$ cat src/rtl/tdm_timing_ctrl.sv
// TDM frame timing controller: 256-cycle frame counter, bit clock, frame sync and strobes,
// either free-running (master) or locked to an external frame sync (slave) with slip detection.
module tdm_timing_ctrl #(
    parameter int SYNC_OFFSET = 3,
    parameter int SLIP_LIMIT  = 3
) (
    input  logic       mclk,
    input  logic       rst_n,
    input  logic       enable,
    input  logic       master,
    input  logic       fs_mode,
    input  logic       ext_fsync,
    output logic [7:0] cnt256_n,
    output logic       bclk,
    output logic       fsync,
    output logic       frame_start,
    output logic       sample_valid,
    output logic       locked
);

    localparam int SW = $clog2(SLIP_LIMIT + 1);
    localparam logic [7:0]    LOAD_CNT  = 8'(SYNC_OFFSET % 256);
    localparam logic [7:0]    ALIGN_CNT = 8'((SYNC_OFFSET + 255) % 256);
    localparam logic [SW-1:0] SLIP_MAX  = SW'(SLIP_LIMIT);

    typedef enum logic [1:0] {StIdle, StAlign, StRun, StDrain} state_t;

    state_t        state_q, state_d;
    logic [7:0]    cnt_q, cnt_d;
    logic [SW-1:0] slip_q, slip_d;
    logic          frame_seen_q, frame_seen_d;
    logic          master_q, fs_mode_q;
    logic [1:0]    sync_q;
    logic          sync_prev_q;
    logic          edge_q;

    logic          running;
    logic          check_edge;
    logic          aligned;
    logic          slip_hit;
    logic [SW-1:0] slip_inc;

    // Two-flop synchronizer plus registered rising-edge detect
    always_ff @(posedge mclk or negedge rst_n) begin
        if (!rst_n) begin
            sync_q      <= 2'b00;
            sync_prev_q <= 1'b0;
            edge_q      <= 1'b0;
        end else begin
            sync_q      <= {sync_q[0], ext_fsync};
            sync_prev_q <= sync_q[1];
            edge_q      <= sync_q[1] & ~sync_prev_q;
        end
    end

    always_ff @(posedge mclk or negedge rst_n) begin
        if (!rst_n) begin
            state_q      <= StIdle;
            cnt_q        <= 8'd0;
            slip_q       <= '0;
            frame_seen_q <= 1'b0;
            master_q     <= 1'b0;
            fs_mode_q    <= 1'b0;
        end else begin
            state_q      <= state_d;
            cnt_q        <= cnt_d;
            slip_q       <= slip_d;
            frame_seen_q <= frame_seen_d;
            if (state_q == StIdle) begin
                master_q  <= master;
                fs_mode_q <= fs_mode;
            end
        end
    end

    always_comb begin
        running    = (state_q == StRun) || (state_q == StDrain);
        check_edge = running & ~master_q & edge_q;
        aligned    = (cnt_q == ALIGN_CNT);
        slip_inc   = (slip_q == SLIP_MAX) ? slip_q : slip_q + 1'b1;
        slip_hit   = check_edge & ~aligned & (slip_inc == SLIP_MAX);
    end

    always_comb begin
        state_d      = state_q;
        cnt_d        = cnt_q;
        slip_d       = slip_q;
        frame_seen_d = frame_seen_q;

        if (running) begin
            cnt_d = cnt_q + 8'd1;
            if (cnt_q == 8'd1) frame_seen_d = 1'b1;
        end
        // Misaligned edges only count; the counter is never re-phased while running
        if (check_edge) slip_d = aligned ? '0 : slip_inc;

        unique case (state_q)
            StIdle: begin
                cnt_d        = 8'd0;
                slip_d       = '0;
                frame_seen_d = 1'b0;
                if (enable) state_d = master ? StRun : StAlign;
            end
            StAlign: begin
                cnt_d        = 8'd0;
                slip_d       = '0;
                frame_seen_d = 1'b0;
                if (!enable) begin
                    state_d = StIdle;
                end else if (edge_q) begin
                    cnt_d   = LOAD_CNT;
                    state_d = StRun;
                end
            end
            StRun: begin
                if (slip_hit) begin
                    state_d      = enable ? StAlign : StIdle;
                    cnt_d        = 8'd0;
                    slip_d       = '0;
                    frame_seen_d = 1'b0;
                end else if (!enable) begin
                    state_d = StDrain;
                end
            end
            StDrain: begin
                if (slip_hit || (!enable && cnt_q == 8'd255)) begin
                    state_d      = StIdle;
                    cnt_d        = 8'd0;
                    slip_d       = '0;
                    frame_seen_d = 1'b0;
                end else if (enable) begin
                    state_d = StRun;
                end
            end
            default: state_d = StIdle;
        endcase
    end

    always_comb begin
        cnt256_n     = cnt_q;
        bclk         = running & cnt_q[1];
        fsync        = running & (fs_mode_q ? ~cnt_q[7] : (&cnt_q[7:2]));
        frame_start  = running & (cnt_q == 8'd0);
        sample_valid = running & (cnt_q == 8'd1) & frame_seen_q;
        locked       = running;
    end

endmodule

$ cat config.mk
export PLATFORM = sky130hd
export DESIGN_NAME = tdm_timing_ctrl
export DESIGN_NICKNAME = d
export VERILOG_FILES = /design/src/rtl/tdm_timing_ctrl.sv
export SDC_FILE = /design/constraint.sdc
export NUM_CORES = 1
export LEC_CHECK = 0
export ABC_AREA = 1
export CORE_ASPECT_RATIO = 1.1
export CORE_MARGIN = 3
export CORE_UTILIZATION = 40
export DETAILED_ROUTE_END_ITERATION = 10
export GPL_TIMING_DRIVEN = 1
export REMOVE_ABC_BUFFERS = 1
export SYNTH_ARGS = -nofsm -noshare
export SYNTH_HDL_FRONTEND = slang
export SYNTH_SLANG_ARGS = --single-unit
$ cat constraint.sdc
create_clock -name mclk -period 1.7 [get_ports mclk]
set_input_delay 0.255 -clock mclk [delete_from_list [all_inputs] [get_ports mclk]]
set_output_delay 0.255 -clock mclk [all_outputs]
set_load 0.01 [all_outputs]
### Word level (Yosys, flattened, before mapping)

Cells that the tools add are included.

* logic and storage cells: 74
* output and inout bits: 13
* register bits after elaboration: 19
* input port bits: 6

* multiplexer cells: 28
* add/sub/neg operators: 2
* equality and inequality tests: 12
* bitwise logic cells: 14
* reduce and logical (&&, ||, !) cells: 9

Operators by type and width (count)
* case mux 8 bit (4 select lines): 1
* two-way mux 2 bit: 15
* two-way mux 8 bit: 3
* AND 1 bit: 10
* adder 8 x 1 -> 8 bit, second input constant: 1
* == test 2 bit, second input constant: 4
* == test 8 x 1 -> 1 bit, second input constant: 1
* == test 8 x 2 -> 1 bit, second input constant: 1
* == test 8 bit, second input constant: 1
* zero test 8 bit: 1
* case mux 2 bit (4 select lines): 1
* two-way mux 1 bit: 6
* inequality test 3 bit, second input constant: 2
* case mux 2 bit (3 select lines): 1
* AND reduction 6 bit: 1
* inverter 1 bit: 4
* AND reduction 4 bit: 1
* inequality test 3 x 2 -> 1 bit, second input constant: 1
* case mux 1 bit (3 select lines): 1
* adder 2 x 1 -> 2 bit, second input constant: 1
* == test 2 x 1 -> 1 bit, second input constant: 1
* zero test 2 bit: 1
* logical OR 1 bit: 2
* inequality test 2 bit, second input constant: 1
* other kinds (3): 3

### Depth between registers and ports, before layout

* depth in word-level cells: 9
* depth in mapped cells: 9
* mapped depth without buffers: 9

### Worst setup path after synthesis

Ideal clock, no wire load.

* path kind: register -> register
* start: reg cnt_q[0] (netlist: cnt256_n[0])
* end: reg state_q[1]
* slack: 0.264 ns
* stages on the path, launching flop included: 10
* library setup time: 0.123 ns
* clock period less this slack: 1.436 ns
* required time: 1.577 ns
* arrival: 1.313 ns
* path through: dfrtp_1 inv_1 ha_1 nand2_2 o21ai_4 nand3_1 nand2_1 nor2_1 nand2_1 nand2_1

* word-level cells in the longest chain between the ends: 7

Ends and longest elaborated chain
* start, declared: RTL line 29 `logic [7:0] cnt_q, cnt_d;`
* start signal, assigned: RTL line 66 `cnt_q <= cnt_d;`
* == test 8 x 2 -> 1 bit: RTL line 79 `aligned = (cnt_q == ALIGN_CNT);`
* inverter 1 bit: RTL line 81 `slip_hit = check_edge & ~aligned & (slip_inc == SLIP_MAX);`
* AND 1 bit (2 in series): RTL line 81
* logical OR 1 bit: RTL line 126 `if (slip_hit || (!enable && cnt_q == 8'd255)) begin`
* inequality test 3 x 2 -> 1 bit (no source line) or two-way mux 2 bit (tied branches)
* AND reduction 4 bit (no source line) or case mux 2 bit (4 select lines) (tied branches)
* end signal, assigned: RTL line 58 `state_q <= StIdle;`
* end signal, assigned: RTL line 65 `state_q <= state_d;`
* end, declared: RTL line 28 `state_t state_q, state_d;`

Several ways; a longest one is shown, not always the timed one.
A chain may end at the register's enable or synchronous reset.

### Final worst setup path

* start: reg cnt_q[4] (netlist: cnt256_n[4])
* end: out fsync

* word-level cells in the longest chain between the ends: 3

Ends and longest elaborated chain
* AND reduction 6 bit: RTL line 142 `fsync = running & (fs_mode_q ? ~cnt_q[7] : (&cnt_q[7:2]));`
* two-way mux 1 bit: RTL line 142
* AND 1 bit: RTL line 142
* end, declared: RTL line 15 `output logic fsync,`

No other way between the ends.

==> flow_summary.yaml <==
status:
  outcome: "finished clean"
yosys:
  synth_top_area_share: 0.4368
  async_reset_ff_frac: 1.000
  netlist_instances: 130
  synth_seq_area_share: 0.4368
  postSynthAreaPerCell_um2: 8.373
  yosys_warnings: 0
  synth_area_leader_cell: "dfrtp_1"
  syn_area_um2: 1089
  synthDistinctLibCells: 28
  synth_top_flop_cell: "dfrtp_1"
  synth_seq_cells: 19
  synth_edf_count: 0
  synth_area_leaders: "dfrtp_1 (44%), inv_1 (7.2%), nand2_1 (7.2%), nor2_1 (5.9%), ha_1 (4.6%)"
clock_tree:
  cts_sinks: 19
  cts_buffers: 3
  clk_pin_slew_ns: 0.11
  cts_hold_buf: 0
  clock_latency_ns: 0.30
  htreeDepth: 1
  cts_root_buffer: "clkbuf_4"
  cts.path.max_buffers: 2
  cts_tree: "done"
sta:
  max_freq_mhz: 600.5
  fin_ws_ns: 0.03481
  setup_viol: 0
  final-max-slew-violation-count: 0
  skew_ns: 0.001643
  period_needed_ns: 1.665
  hold_viol_final: 0
  relSlewSlack: 0.7373
  period_share: 0.9795
  rsz0062_at_grt: "yes"
  worstMarginPinSlew_ns: 0.3926
setup_path:
  r2r_slack_ns: 0.14
  path_buf_inv: 2
  endpoint_kind: "primary output"
  r2r_start: "cnt256_n[3]"
  crit_family: "flip-flops"
  cp.required_ns: 1.44
  crit_chain: "buf_6, nand2_2, nor2_4, a21oi_2, a211oi_2, buf_2"
  worstSetupPathType: "reg -> out"
  ff2ff_path_depth: 9
  worst_path_max_delay_cell: "dfrtp_1"
  slowest_delay_ns: 0.38
  critPathArrivalTime_ns: 1.41
  r2r_end: "cnt256_n[7]"
  cp-start-kind: "flop"
  crit_fanout: 3
global_route:
  grt_max_degree: 20
  grt_pass1_vias: 978
  antenna_found_initial: 0
  grt_pass1_wl_um: 4381
  grt-ovfl-total: 0
  grt_usage: 0.1705
final_layout:
  drive_gt1_frac: 0.3390
  instances_no_fill: 208
  synthToLayoutAreaGrowth_pct: 42.99
  n_antenna_cell: 0
  final_area_um2: 1556
  nNetsFinal: 188
  fin_util: 0.6119
placement:
  place_area_um2: 1454
  portBuffers: 18
  routabilityCongestion: 0.8488
  dp_hpwl_um: 1986
  dp_slack_ns: -0.09499
  dp_cells: 198
detailed_routing:
  dr_total_vias: 980
  ant_nets: 0
  dr.pass1.iters: 3
  first_iter_violations: 17
  finalWirelength_um: 2654
  drc_errors: 0
  vias_per_cell: 4.712
  wl_per_cell_um: 12.76
floorplanning:
  num_rows: 19
  ios: 19
  fp.dieW_um: 55.74
  start_util: 0.4279
  die_y_um: 60.71
  die_area_um2: 3384
  core_um2: 2544
job:
  maxCapViolations: 0
pwr:
  power.leakage_nw: 0.8202
  power_density_nw_per_um2: 1222
  p_total_mw: 1.901
  vdd_drop_max_v: 0.0007788
hold_path:
  hp-class: "in -> async"
## per-stage QoR
step / TNS (ns) / hold WS [ns]
floorplan: 0 / -0.04059
global placement: -0.02334 / 0.3426
detailed placement: -0.09499 / 0.3470
CTS: 0 / 0.2721
global route: -0.07691 / 0.2746
finish: 0 / 0.2645
## cells in the mapped netlist, types with 2 or more instances
library cell and count:
inv_1 21, nand2_1 21, dfrtp_1 19, nor2_1 17, o21ai_0 8, a21oi_1 4
ha_1 4, nand2_2 4, nand4_1 4, nor3_2 4, nand3_1 3, xor2_1 3
nand3_2 2, nor3_1 2
## cells by family after synthesis
group / Yosys count / share of synthesized area
flip-flops: 19 / 0.4368
AND/OR/NAND/NOR: 61 / 0.2874
AO/OA/AOI/OAI: 18 / 0.1092
adder cells (fa/ha/maj): 4 / 0.04598
XOR/XNOR: 4 / 0.03219
buffers and inverters: 24 / 0.08851
## layout by cell type (no fill, tap or decap), types with 3 or more instances in the layout
master            n
inv_1            18
xor2_1            3
nand3_1           3
inv_2             3
nor3_2            4
nand4_1           4
nor2_1           16
buf_6             3
dfrtp_1          19
a21oi_1           3
o21ai_0           8
buf_2             3
nand2_1          20
buf_4            24
ha_1              4
clkdlybuf4s50_1  10
dlymetal6s2s_1    3
clkbuf_4          3
nand2_2           5
## power breakdown
group,internal [mW],switching [mW],leakage (nW)
clock,0.0879,0.150,0.0177
combinational,0.443,0.611,0.555
sequential,0.542,0.0677,0.247
## sequential cells by signal, summed over array words and instances, names as in the netlist
name          count
cnt256_n          8
slip_q            2
state_q           2
sync_q            2
edge_q            1
frame_seen_q      1
fs_mode_q         1
master_q          1
sync_prev_q       1
## worst max-delay path by stage
| stage | to | cells after the start | startpoint |
|---|---|---|---|
| global placement | frame_start | 6 | cnt256_n[4] |
| finish | fsync | 6 | cnt256_n[4] |
| CTS | sample_valid | 6 | cnt256_n[7] |
| detailed placement | frame_start | 6 | cnt256_n[4] |
| floorplan | state_q[1] | 9 | cnt256_n[0] |
| global route | frame_start | 6 | cnt256_n[6] |
## per-layer routing
metal,share of wire,vias to the layer above,GRT usage
li1,-,509,-
met1,0.44,448,0.2037
met2,0.50,16,0.3074
met3,0.032,7,0.02766
met4,0.026,0,0.07639
met5,0,-,0
## cell type report
cell class	count	area, um^2
clock inverter	1	5.005
multi-input combinational	87	545.5
sequential	19	475.5
clock buffer	3	22.52
timing repair buffer	45	384.1
inverter	22	85.08
fill	222	987.2
tap	31	38.79
## timing repair
item,4_1_cts,5_1_grt
hold endpoints to repair,0,0
setup endpoints to repair,5,11
setup buffers,2,4
pin swaps,0,8
gates resized for setup,16,14
No activity file was read; power rests on OpenSTA's default activity.
